### config.mk
export PLATFORM = sky130hd
export DESIGN_NAME = traffic_light_ctrl
export DESIGN_NICKNAME = d
export VERILOG_FILES = /design/src/rtl/traffic_light_ctrl.sv
export SDC_FILE = /design/constraint.sdc
export NUM_CORES = 1
export LEC_CHECK = 0
export ABC_CLOCK_PERIOD_IN_PS = 4100
export CORE_MARGIN = 4
export CORE_UTILIZATION = 61
export DETAILED_ROUTE_END_ITERATION = 6
export DONT_BUFFER_PORTS = 1
export GPL_ROUTABILITY_DRIVEN = 0
export PLACE_DENSITY = 0.78
export SYNTH_ARGS = -nofsm -noshare
export SYNTH_HDL_FRONTEND = slang
export SYNTH_SLANG_ARGS = --single-unit
### constraint.sdc
create_clock -name clock -period 4.1 [get_ports clock]
set_clock_uncertainty 0.2 [all_clocks]
set_input_delay 1.025 -clock clock [delete_from_list [all_inputs] [get_ports clock]]
set_output_delay 1.025 -clock clock [all_outputs]
set_load 0.1 [all_outputs]
### src/rtl/traffic_light_ctrl.sv
// traffic_light_ctrl: intersection sequencer that loads and starts the seconds timer,
// drives both streets' lights and the WALK lamp, and serves the sensor and walk button.
`default_nettype none

module traffic_light_ctrl #(
    parameter int T_BASE = 6,
    parameter int T_EXT  = 3,
    parameter int T_YEL  = 2,
    parameter int T_WALK = 5
) (
    input  logic       clock,
    input  logic       reset,
    input  logic       sensor,
    input  logic       walk_btn,
    input  logic       expired,
    output logic       start_timer,
    output logic [4:0] value,
    output logic [2:0] main_light,
    output logic [2:0] side_light,
    output logic       walk,
    output logic [2:0] state_dbg
);

    typedef enum logic [2:0] {
        MG   = 3'd0,
        MY   = 3'd1,
        SG   = 3'd2,
        SGX  = 3'd3,
        SY   = 3'd4,
        WALK = 3'd5
    } state_t;

    state_t     state;
    state_t     next_state;
    logic       go;
    logic [4:0] next_value;
    logic       set_ext;
    logic       clr_ext;
    logic [2:0] next_main;
    logic [2:0] next_side;
    logic       next_walk;
    logic       walk_pending;
    logic       ext_used;
    logic       armed;
    logic       arm_pre;
    logic       fresh;

    // Expiry is honoured only once armed, i.e. two cycles after the start pulse.
    always_comb begin
        go         = 1'b0;
        next_state = state;
        next_value = value;
        set_ext    = 1'b0;
        clr_ext    = 1'b0;
        if (fresh) begin
            go         = 1'b1;
            next_state = MG;
            next_value = 5'(T_BASE);
        end else if (armed && expired) begin
            go = 1'b1;
            case (state)
                MG: begin
                    if (sensor || walk_pending) begin
                        next_state = MY;
                        next_value = 5'(T_YEL);
                    end else begin
                        next_state = MG;
                        next_value = 5'(T_BASE);
                    end
                end
                MY: begin
                    next_state = SG;
                    next_value = 5'(T_BASE);
                    clr_ext    = 1'b1;
                end
                SG: begin
                    if (sensor && !ext_used) begin
                        next_state = SGX;
                        next_value = 5'(T_EXT);
                        set_ext    = 1'b1;
                    end else begin
                        next_state = SY;
                        next_value = 5'(T_YEL);
                    end
                end
                SGX: begin
                    next_state = SY;
                    next_value = 5'(T_YEL);
                end
                SY: begin
                    if (walk_pending) begin
                        next_state = WALK;
                        next_value = 5'(T_WALK);
                    end else begin
                        next_state = MG;
                        next_value = 5'(T_BASE);
                    end
                end
                default: begin
                    next_state = MG;
                    next_value = 5'(T_BASE);
                end
            endcase
        end
    end

    always_comb begin
        next_main = 3'b100;
        next_side = 3'b100;
        next_walk = 1'b0;
        case (next_state)
            MG:      next_main = 3'b001;
            MY:      next_main = 3'b010;
            SG, SGX: next_side = 3'b001;
            SY:      next_side = 3'b010;
            WALK:    next_walk = 1'b1;
            default: next_main = 3'b100;
        endcase
    end

    always_ff @(posedge clock) begin
        if (reset) begin
            state        <= MG;
            main_light   <= 3'b001;
            side_light   <= 3'b100;
            walk         <= 1'b0;
            start_timer  <= 1'b0;
            value        <= 5'd0;
            walk_pending <= 1'b0;
            ext_used     <= 1'b0;
            armed        <= 1'b0;
            arm_pre      <= 1'b0;
            fresh        <= 1'b1;
        end else begin
            fresh       <= 1'b0;
            start_timer <= go;
            if (go) begin
                state      <= next_state;
                value      <= next_value;
                main_light <= next_main;
                side_light <= next_side;
                walk       <= next_walk;
                armed      <= 1'b0;
                arm_pre    <= 1'b0;
            end else begin
                arm_pre <= start_timer;
                armed   <= armed | arm_pre;
            end
            // Entering WALK consumes the request; a press in that same cycle is absorbed.
            if (go && next_state == WALK)
                walk_pending <= 1'b0;
            else if (walk_btn)
                walk_pending <= 1'b1;
            if (set_ext)
                ext_used <= 1'b1;
            else if (clr_ext)
                ext_used <= 1'b0;
        end
    end

    assign state_dbg = state;

endmodule

`default_nettype wire

# Word level (Yosys, flattened, before mapping)
# Cells that the tools add are included.
dict set report totals {
  inputBits 5
  register_bits 21
  wordCells 61
  out_inout_bits 16
}
dict set report classes {
  reduce_logical 13
  bitwise_logic 1
  n_eq_ne 9
  mux 27
}
# cell count
set op_table {}
lappend op_table {{$pmux W5 S4} 1}
lappend op_table {{$mux W1} 15}
lappend op_table {{$mux W3} 5}
lappend op_table {{$pmux W3 S5} 1}
lappend op_table {{$eq A3 B2 Y1 const B} 4}
lappend op_table {{$pmux W3 S2} 2}
lappend op_table {{$mux W5} 2}
lappend op_table {{$eq A3 B3 Y1 const B} 3}
lappend op_table {{$eq A3 B1 Y1 const B} 2}
lappend op_table {{$logic_not A3 Y1} 2}
lappend op_table {{$reduce_or A2 Y1} 3}
lappend op_table {{$reduce_bool A2 Y1} 2}
lappend op_table {{$logic_and A1 B1 Y1} 3}
lappend op_table {{$mux W2} 1}
lappend op_table {{$reduce_and A2 Y1} 1}
lappend op_table {{$logic_not A1 Y1} 1}
lappend op_table {{$logic_or A1 B1 Y1} 1}
lappend op_table {{$or A1 B1 Y1} 1}

# Longest topological paths before layout
# Gate-level depths: netlist of the first run.
dict set report depth {
  ltp_word 9
  ltp_mapped 6
  mapped_depth_nobuf 4
}

# Least setup slack after synthesis of the first run
# No wires, ideal clock.
dict set report synth_timing {
  path_type {reg2reg}
  start {register state[1], in the netlist state_dbg[1]}
  end {register side_light[2]}
  period_less_slack_ps 2693
  required_ps 3778
  setup_ps 122
  t_arrival_ps 2371
  slack_ps 1407
  n_path_buf 1
  stages_incl_launch_ff 6
  path_cell_list {dfxtp_1 buf_2 inv_1 o221a_2 or4_4 a221o_1}
}
dict set report synth_via {
  elab_chain_cells 7
  elab_cells_between_ends 13
  classes_between {7 x eq/ne; 4 x mux; 2 x reduce/logical}
}
# item line_no
set synth_lines {}
lappend synth_lines {{start, declared} 33} ;# state_t state;
lappend synth_lines {{start signal, assigned} 138} ;# state <= next_state;
lappend synth_lines {{$eq A3 B3 Y1, or another cell as far along} 61} ;# case (state)
lappend synth_lines {{$pmux W3 S5} 61}
lappend synth_lines {{$mux W3 *} 59} ;# end else if (armed && expired) begin
lappend synth_lines {{$mux W3 *} 55} ;# if (fresh) begin
lappend synth_lines {{$eq A3 B2 Y1} 111} ;# case (next_state)
lappend synth_lines {{$reduce_or A2 Y1} 111}
lappend synth_lines {{$pmux W3 S2 *} 111}
lappend synth_lines {{end signal, assigned} 141} ;# side_light <= next_side;
lappend synth_lines {{end, declared} 19} ;# output logic [2:0] side_light,
# Mark *: on every way between the ends. The rest lies on a longest branch, timed or not.
# A chain may end at the register's enable or synchronous reset.

# Final worst setup path of the first run
dict set report layout_timing {
  start {register value[0]}
  end {output port value[0]}
}
# item line_no
set layout_lines {}
lappend layout_lines {{start, declared} 17} ;# output logic [4:0] value,
lappend layout_lines {{start signal, assigned} 139} ;# value <= next_value;
# No word-level cell between the ends.

==> results of run 1 <==
[cells by family after synthesis]
| family | count (synthesis) |
|---|---|
| compound gates | 25 |
| buf+inv | 12 |
| flops | 19 |
| other cells | 1 |
| simple gates | 34 |
[through the flow]
step / instances / power (mW) / cell area [sq um]
finish: 105 / 0.338 / 863
floorplan: 92 / 0.250 / 853
global placement: 101 / 0.250 / 837
detailed placement: 101 / 0.250 / 837
CTS: 105 / 0.340 / 863
global route: 105 / 0.349 / 863
[layer usage]
metal  track usage (%)  up-vias  routed length, um
met3              4.78        6                 91
met1              23.5      320                772
met2              28.5       18                730
li1                  -      326                  -
met4              8.77        0                 40
met5                 0        -                  0
[cells in the mapped netlist (all sizes together)]
cell type  number  area (sq um)
a211oi          3          22.5
a21oi           7          35.0
a221o           1          10.0
a22oi           2          15.0
a2bb2oi         1          8.76
a31oi           2          12.5
a32oi           1          8.76
and2b           1          8.76
and3            1          6.26
and4bb          1          12.5
buf             6          46.3
clkbuf          3          11.3
conb            1          3.75
dfxtp          19           380
inv             3          11.3
nand2           6          25.0
nand2b          2          15.0
nand3           1          5.00
nor2           11          41.3
nor3            3          15.0
nor3b           3          27.5
nor4b           1          8.76
nor4bb          1          10.0
o211a           2          20.0
o21ai           2          10.0
o221a           1          11.3
o31ai           1          7.51
o32a            1          22.5
o32ai           1          8.76
or3             1          7.51
or4             1          11.3
or4b            1          10.0
[cell usage in the layout, fill, tap and decap left out, drive strengths merged, types with 3 or more instances in the layout]
master	n
nor3	3
a211oi	3
nor3b	3
inv	3
a21oi	7
clkbuf	4
nand2	6
nor2	11
buf	3
dfxtp	19
[flip-flops by register name (all words and copies together), names as in the netlist]
register / count
armed: 1
walk: 1
main_light: 3
ext_used: 1
arm_pre: 1
start_timer: 1
value: 3
walk_pending: 1
state_dbg: 3
fresh: 1
side_light: 3
[worst paths after layout]
| path | endpoint | startpoint | slack, ns |
|---|---|---|---|
| max | value[0] | value[0] | 1.60 |
| min | armed | arm_pre | 0.27 |
| min reg2reg | armed | arm_pre | 0.27 |
| max reg2reg | side_light[2] | state_dbg[2] | 1.98 |
[power groups by stage]
stage / sequential (mW) / combinational, mW / clock, mW
finish: 0.225 / 0.0211 / 0.0923
detailed placement: 0.229 / 0.0209 / 0
global placement: 0.229 / 0.0207 / 0
floorplan: 0.227 / 0.0235 / 0
global route: 0.226 / 0.0228 / 0.101
CTS: 0.225 / 0.0211 / 0.0941
[final cells by class]
type,instances,area [sq um],share of cell area [%]
multi-input combinational,61,404,46.8
sequential,19,380,44.1
clock buffer,4,26.3,3.04
timing repair buffer,3,22.5,2.61
tap,15,18.8,2.17
inverter,3,11.3,1.30
==> flow_metrics.py, run 1 <==
metrics = {
    "timing": {
        "maxSlewHeadroom_pct": 34.5,
        "fmax_mhz": 400,
        "grt_setup_unrepaired": "false",
        "fin_crit_sh_pct": 61.0,
        "fin_ws_ns": 1.60,
        "finalMaxSlewViolations": 0,
        "finalCriticalPeriod_ns": 2.50,
        "setup_tns_ns": 0,
        "finalHoldViolCount": 0,
        "tightest_slew_ns": 0.981,
        "hold_slack_ns": 0.272,
        "finalSetupViolCount": 0,
    },
    "final_layout": {
        "antennaDiodeCount": 0,
        "syn2layout_area_growth_pct": 1.62,
        "final_util_pct": 66.3,
        "drive_gt1_share_pct": 16.7,
        "nets": 96,
        "num-fill-cells": 122,
    },
    "power": {
        "p_sw_share_pct": 30.8,
        "p_comb_share_pct": 6.2,
        "p_clk_share_pct": 27.3,
        "pwr-share-seq_pct": 66.5,
        "internal_power_mw": 0.234,
        "power_leakage_nw": 0.331,
        "p_per_area_mw_per_mm2": 392,
        "ir_drop_mv": 0.259,
        "power.switching_mw": 0.104,
    },
    "global_route": {
        "grt_max_degree": 18,
        "track_usage_pct": 18.4,
        "grt_pass1_wl_um": 2770,
        "grt.overflow.total": 0,
        "grt_pass1_vias": 642,
        "antenna_found_initial": 0,
    },
    "critical_path": {
        "cp_num_cells": 0,
        "critical_path.endpoint_type": "output pin",
        "worstRegToRegCells": 4,
        "critPathKind": "flip-flop to output pin",
        "crit_fanout": 2,
        "start_kind": "flip-flop",
        "required_ns": 2.87,
        "arrival_ns": 1.27,
    },
    "logic_synthesis": {
        "synth-simple-area-share_pct": 24.0,
        "ys_types": 38,
        "synthesis.area_sq_um": 850,
        "synth_compound_area_share_pct": 22.7,
        "yosys.area_share.adder_pct": 0,
        "avgSynthCellArea_sq_um": 9.34,
        "yosys-mux-area-fraction_pct": 0,
        "synthXorXnorAreaFrac_pct": 0,
        "ys_seq_area_share_pct": 44.8,
        "synth_top_family_by_area": "simple AND/OR/NAND/NOR gates",
        "ys.warnings.count": 0,
        "synthCells": 91,
        "synth_seq_cells": 19,
    },
    "detailed_routing": {
        "dr_total_vias": 670,
        "via_per_inst": 6.38,
        "ant_nets": 0,
        "routed_wl_um": 1640,
        "drcViolationCount": 0,
        "drt_first_pass_iters": 4,
        "drtIter0Drc": 11,
        "wire_per_inst_um": 15.6,
    },
    "floorplan": {
        "rows": 13,
        "initial_core_util_pct": 65.3,
        "die_h_um": 45.3,
        "dieArea_sq_mm": 0.00205,
        "dieWidth_um": 45.3,
        "fp.coreArea_sq_mm": 0.00130,
        "ios": 21,
    },
    "clock_tree": {
        "postCtsSetupRepairBufs": 0,
        "cts_sinks": 19,
        "ctsResizeCount": 0,
        "cts_tree": "yes",
        "clock_latency_ns": 0.29,
        "postCtsHoldBufs": 0,
        "cts_inserted_buffers": 3,
        "cts.clk_slew.worst_paths_ns": 0.10,
        "root_buffer": "clkbuf_4",
        "htreeDepth": 1,
        "cts_buffer_depth": 2,
    },
    "place": {
        "dp_hpwl_um": 1180,
        "port_buffers": 0,
        "dp_slack_ns": 1.50,
    },
    "outcome": {
        "status": "complete, no violations",
    },
    "job": {
        "drv_cap": 0,
    },
    "min_path": {
        "min_path_type": "flip-flop to flip-flop",
        "hold_depth": 2,
    },
}
No activity file was read; power rests on OpenSTA's default activity.
==> run 2: changes to the inputs <==
- ABC_CLOCK_PERIOD_IN_PS: 4100 -> 2080
- CORE_UTILIZATION: 61 -> 53
- PLACE_DENSITY: 0.78 -> 0.72
- clock period: 4.1 -> 2.08 ns (I/O delays scaled with it)
==> flow_metrics.py, run 2 (synthesis gave the netlist of run 1 again) <==
metrics = {
    "place": {
        "dp_hpwl_um": 1430,
        "place_area_sq_um": 992,
        "port_buffers": 0,
    },
    "final_layout": {
        "final_util_pct": 67.7,
        "mostFrequentLayoutCell": "buf_4",
        "drive_gt1_share_pct": 34.9,
        "postLayoutCellArea_sq_mm": 0.00102,
        "layout_common_cells": "22 x buf_4, 16 x dfxtp_1, 11 x nor2_1",
        "nets": 115,
        "antennaDiodeCount": 0,
        "syn2layout_area_growth_pct": 20.0,
    },
    "power": {
        "p_per_area_mw_per_mm2": 670,
        "power.switching_mw": 0.213,
        "ir_drop_mv": 0.415,
        "power_leakage_nw": 0.431,
        "p_sw_share_pct": 31.2,
        "p_clk_share_pct": 26.7,
        "p_comb_share_pct": 18.3,
        "internal_power_mw": 0.470,
        "pwr-share-seq_pct": 55.0,
    },
    "detailed_routing": {
        "drt_first_pass_iters": 4,
        "wire_per_inst_um": 15.5,
        "routed_wl_um": 1940,
        "ant_nets": 0,
        "drcViolationCount": 0,
        "drtIter0Drc": 26,
        "dr_total_vias": 743,
        "via_per_inst": 5.94,
    },
    "timing": {
        "finalHoldViolCount": 0,
        "finalSetupViolCount": 0,
        "setup_tns_ns": 0,
        "fin_crit_sh_pct": 94.9,
        "fmax_mhz": 507,
        "grt_setup_unrepaired": "false",
        "finalCriticalPeriod_ns": 1.97,
        "finalMaxSlewViolations": 0,
    },
    "critical_path": {
        "critPathKind": "flip-flop to flip-flop",
        "critical_path.endpoint_type": "flip-flop",
        "crit_chain": "nor4bb_1 > o221a_2 > or4b_1 > o211a_1",
        "crit_family": "simple AND/OR/NAND/NOR gates",
        "critPathBufInv": 0,
        "max_stage_delay_ns": 0.48,
        "arrival_ns": 1.97,
        "crit_fanout": 11,
        "required_ns": 2.08,
        "regToRegStartpoint": "state_dbg[0]",
        "crit_slowest_cell": "or4b_1",
        "start_kind": "flip-flop",
        "r2r_setup_slack_ns": 0.11,
        "cp-startpoint": "state_dbg[0]",
    },
    "global_route": {
        "grt_max_degree": 18,
        "grt_pass1_vias": 683,
        "grt.overflow.total": 0,
        "antenna_found_initial": 0,
        "track_usage_pct": 19.8,
        "grt_pass1_wl_um": 3150,
    },
    "clock_tree": {
        "root_buffer": "clkbuf_4",
        "htreeDepth": 1,
        "cts.clk_slew.worst_paths_ns": 0.11,
        "cts_sinks": 19,
        "postCtsSetupRepairBufs": 0,
        "cts_buffer_depth": 2,
        "clock_latency_ns": 0.29,
        "cts_inserted_buffers": 3,
        "cts_tree": "yes",
        "postCtsHoldBufs": 0,
        "ctsResizeCount": 0,
    },
    "floorplan": {
        "dieWidth_um": 48.0,
        "initial_core_util_pct": 56.4,
        "fp.coreArea_sq_mm": 0.00151,
        "ios": 21,
        "rows": 14,
        "dieArea_sq_mm": 0.00231,
        "die_h_um": 48.0,
    },
    "job": {
        "drv_cap": 0,
    },
    "min_path": {
        "holdCritStartpoint": "reset",
        "min_path_type": "input pin to flip-flop",
    },
    "outcome": {
        "status": "complete, no violations",
    },
}
## run 2: cell types whose count changed in the layout (fill, tap and decap cells not counted)
cell / before / now
buf_4: 3 / 22
clkbuf_1: 1 / 0
clkinv_2: 0 / 1
dfxtp_1: 19 / 16
dfxtp_4: 0 / 3
## run 2: layout make-up
cell class / instances / area (sq um)
multi-input cells: 61 / 404
well taps: 16 / 20.0
fillers: 132 / 487
clock buffers: 3 / 22.5
flip-flops and latches: 19 / 392
clock inverters: 1 / 5.00
repair buffers: 22 / 165
inverters: 3 / 11.3
## run 2: per-layer routing
layer / wire [um] / share of wire, % / GRT usage (%)
met5: 0 / 0 / 0
met4: 8 / 0.41 / 8.60
met3: 185 / 9.5 / 4.14
met2: 882 / 45 / 29.8
met1: 866 / 45 / 27.0
## run 2: power groups by stage
stage | Combinational, mW | Clock, mW | Sequential (mW)
2_1_floorplan | 0.0463 | 0 | 0.443
4_1_cts | 0.125 | 0.191 | 0.376
3_5_place_dp | 0.125 | 0 | 0.385
5_1_grt | 0.130 | 0.204 | 0.377
6_report | 0.125 | 0.182 | 0.376
3_3_place_gp | 0.124 | 0 | 0.384
## run 2: final timing paths
check,cells past startpoint,endpoint
max,4,walk_pending
min,0,fresh
max reg2reg,4,walk_pending
min reg2reg,2,armed
## run 2: stage by stage
stage | instances | setup WS, ns | hold WS [ns] | power (mW)
finish | 125 | 0.107 | 0.0513 | 0.683
floorplan | 92 | -0.130 | 0.240 | 0.490
global placement | 121 | 0.0466 | 0.248 | 0.508
global route | 125 | 0.0571 | 0.0266 | 0.711
detailed placement | 121 | 0.0427 | 0.257 | 0.509
CTS | 125 | 0.115 | 0.0380 | 0.692
## run 2: worst register-to-register path, stage by stage (launching register included)
cell and delay (ns):
dfxtp_4 0.40, nor4bb_1 0.38, o221a_2 0.29, or4b_1 0.48, o211a_1 0.13
==> run 3: changes to the inputs <==
- CORE_MARGIN: 4 -> 5
==> flow_metrics.py, run 3 (synthesis gave the netlist of run 1 again) <==
metrics = {
    "outcome": {
        "status": "complete, no violations",
    },
    "timing": {
        "fmax_mhz": 514,
        "fin_ws_ns": 0.135,
        "setup_tns_ns": 0,
        "grt_setup_unrepaired": "false",
        "finalMaxSlewViolations": 0,
        "finalHoldViolCount": 0,
        "finalCriticalPeriod_ns": 1.95,
        "hold_slack_ns": 0.0440,
        "finalSetupViolCount": 0,
        "fin_crit_sh_pct": 93.5,
    },
    "critical_path": {
        "arrival_ns": 1.95,
        "crit_chain": "nor4bb_1 > o221a_2 > or4b_1 > o211a_1",
        "max_stage_delay_ns": 0.49,
        "critical_path.endpoint_type": "flip-flop",
        "start_kind": "flip-flop",
        "crit_slowest_cell": "or4b_1",
        "required_ns": 2.08,
        "critPathKind": "flip-flop to flip-flop",
        "crit_fanout": 5,
    },
    "detailed_routing": {
        "dr_total_vias": 733,
        "drtIter0Drc": 21,
        "via_per_inst": 5.96,
        "drcViolationCount": 0,
        "routed_wl_um": 1910,
        "wire_per_inst_um": 15.5,
        "ant_nets": 0,
        "drt_first_pass_iters": 4,
    },
    "place": {
        "port_buffers": 0,
        "place_area_sq_um": 977,
        "dp_slack_ns": 0.0127,
        "dp_cells": 119,
    },
    "global_route": {
        "antenna_found_initial": 0,
        "track_usage_pct": 16.5,
        "grt_max_degree": 18,
        "grt_pass1_wl_um": 3250,
        "grt.overflow.total": 0,
        "grt_pass1_vias": 703,
    },
    "clock_tree": {
        "cts_inserted_buffers": 3,
        "ctsResizeCount": 0,
        "postCtsSetupRepairBufs": 0,
        "root_buffer": "clkbuf_4",
        "clock_latency_ns": 0.30,
        "cts_tree": "yes",
        "htreeDepth": 1,
        "cts.clk_slew.worst_paths_ns": 0.11,
        "cts_sinks": 19,
        "cts_buffer_depth": 2,
        "postCtsHoldBufs": 0,
    },
    "power": {
        "power.total_mw": 0.687,
        "power_leakage_nw": 0.420,
        "p_per_area_mw_per_mm2": 684,
        "ir_drop_mv": 0.416,
    },
    "final_layout": {
        "syn2layout_area_growth_pct": 18.3,
        "final_util_pct": 66.7,
        "layout_common_cells": "20 x buf_4, 16 x dfxtp_1, 11 x nor2_1",
        "antennaDiodeCount": 0,
        "final_cell_count_no_fill": 123,
        "drive_gt1_share_pct": 33.6,
        "mostFrequentLayoutCell": "buf_4",
        "postLayoutCellArea_sq_mm": 0.00100,
        "nets": 113,
    },
    "job": {
        "drv_cap": 0,
    },
    "floorplan": {
        "die_h_um": 50.0,
        "fp.coreArea_sq_mm": 0.00151,
        "rows": 14,
        "initial_core_util_pct": 56.4,
        "ios": 21,
        "dieWidth_um": 50.0,
        "dieArea_sq_mm": 0.00250,
    },
    "min_path": {
        "min_path_type": "input pin to flip-flop",
    },
}
## run 3: layout make-up
cell class              count  area [sq um]
clock buffers               3          22.5
clock inverters             1          5.00
fillers                   121           502
inverters                   3          11.3
multi-input cells          61           404
flip-flops and latches     19           392
well taps                  16          20.0
repair buffers             20           150
## run 3: critical path: cells and delay by family, from the launching register on
family / cells / cell delay, ns
AOI/OAI and AO/OA: 2 / 0.40
DFF: 1 / 0.41
and+or+nand+nor: 2 / 0.84
## run 3: layer usage
metal / routed length (um) / share of wire [%] / GRT usage (%) / up-vias
met2: 917 / 48 / 27.0 / 29
met1: 808 / 42 / 20.1 / 342
met5: 0 / 0 / 0 / -
li1: - / - / - / 358
met3: 158 / 8.3 / 4.22 / 4
met4: 21 / 1.1 / 6.55 / 0
## run 3: final timing paths
check / startpoint / end / slack, ns / depth (start not counted)
worst max-delay path: armed / walk_pending / 0.13 / 4
worst min-delay path: reset / fresh / 0.04 / 0
worst max register to register: armed / walk_pending / 0.13 / 4
worst min register to register: arm_pre / armed / 0.26 / 2
## run 3: power by group
part / leakage (nW) / internal [mW] / switching, mW / total [mW]
clock network: 0.0177 / 0.0716 / 0.117 / 0.188
registers: 0.158 / 0.371 / 0.00477 / 0.376
logic: 0.245 / 0.0261 / 0.0966 / 0.123
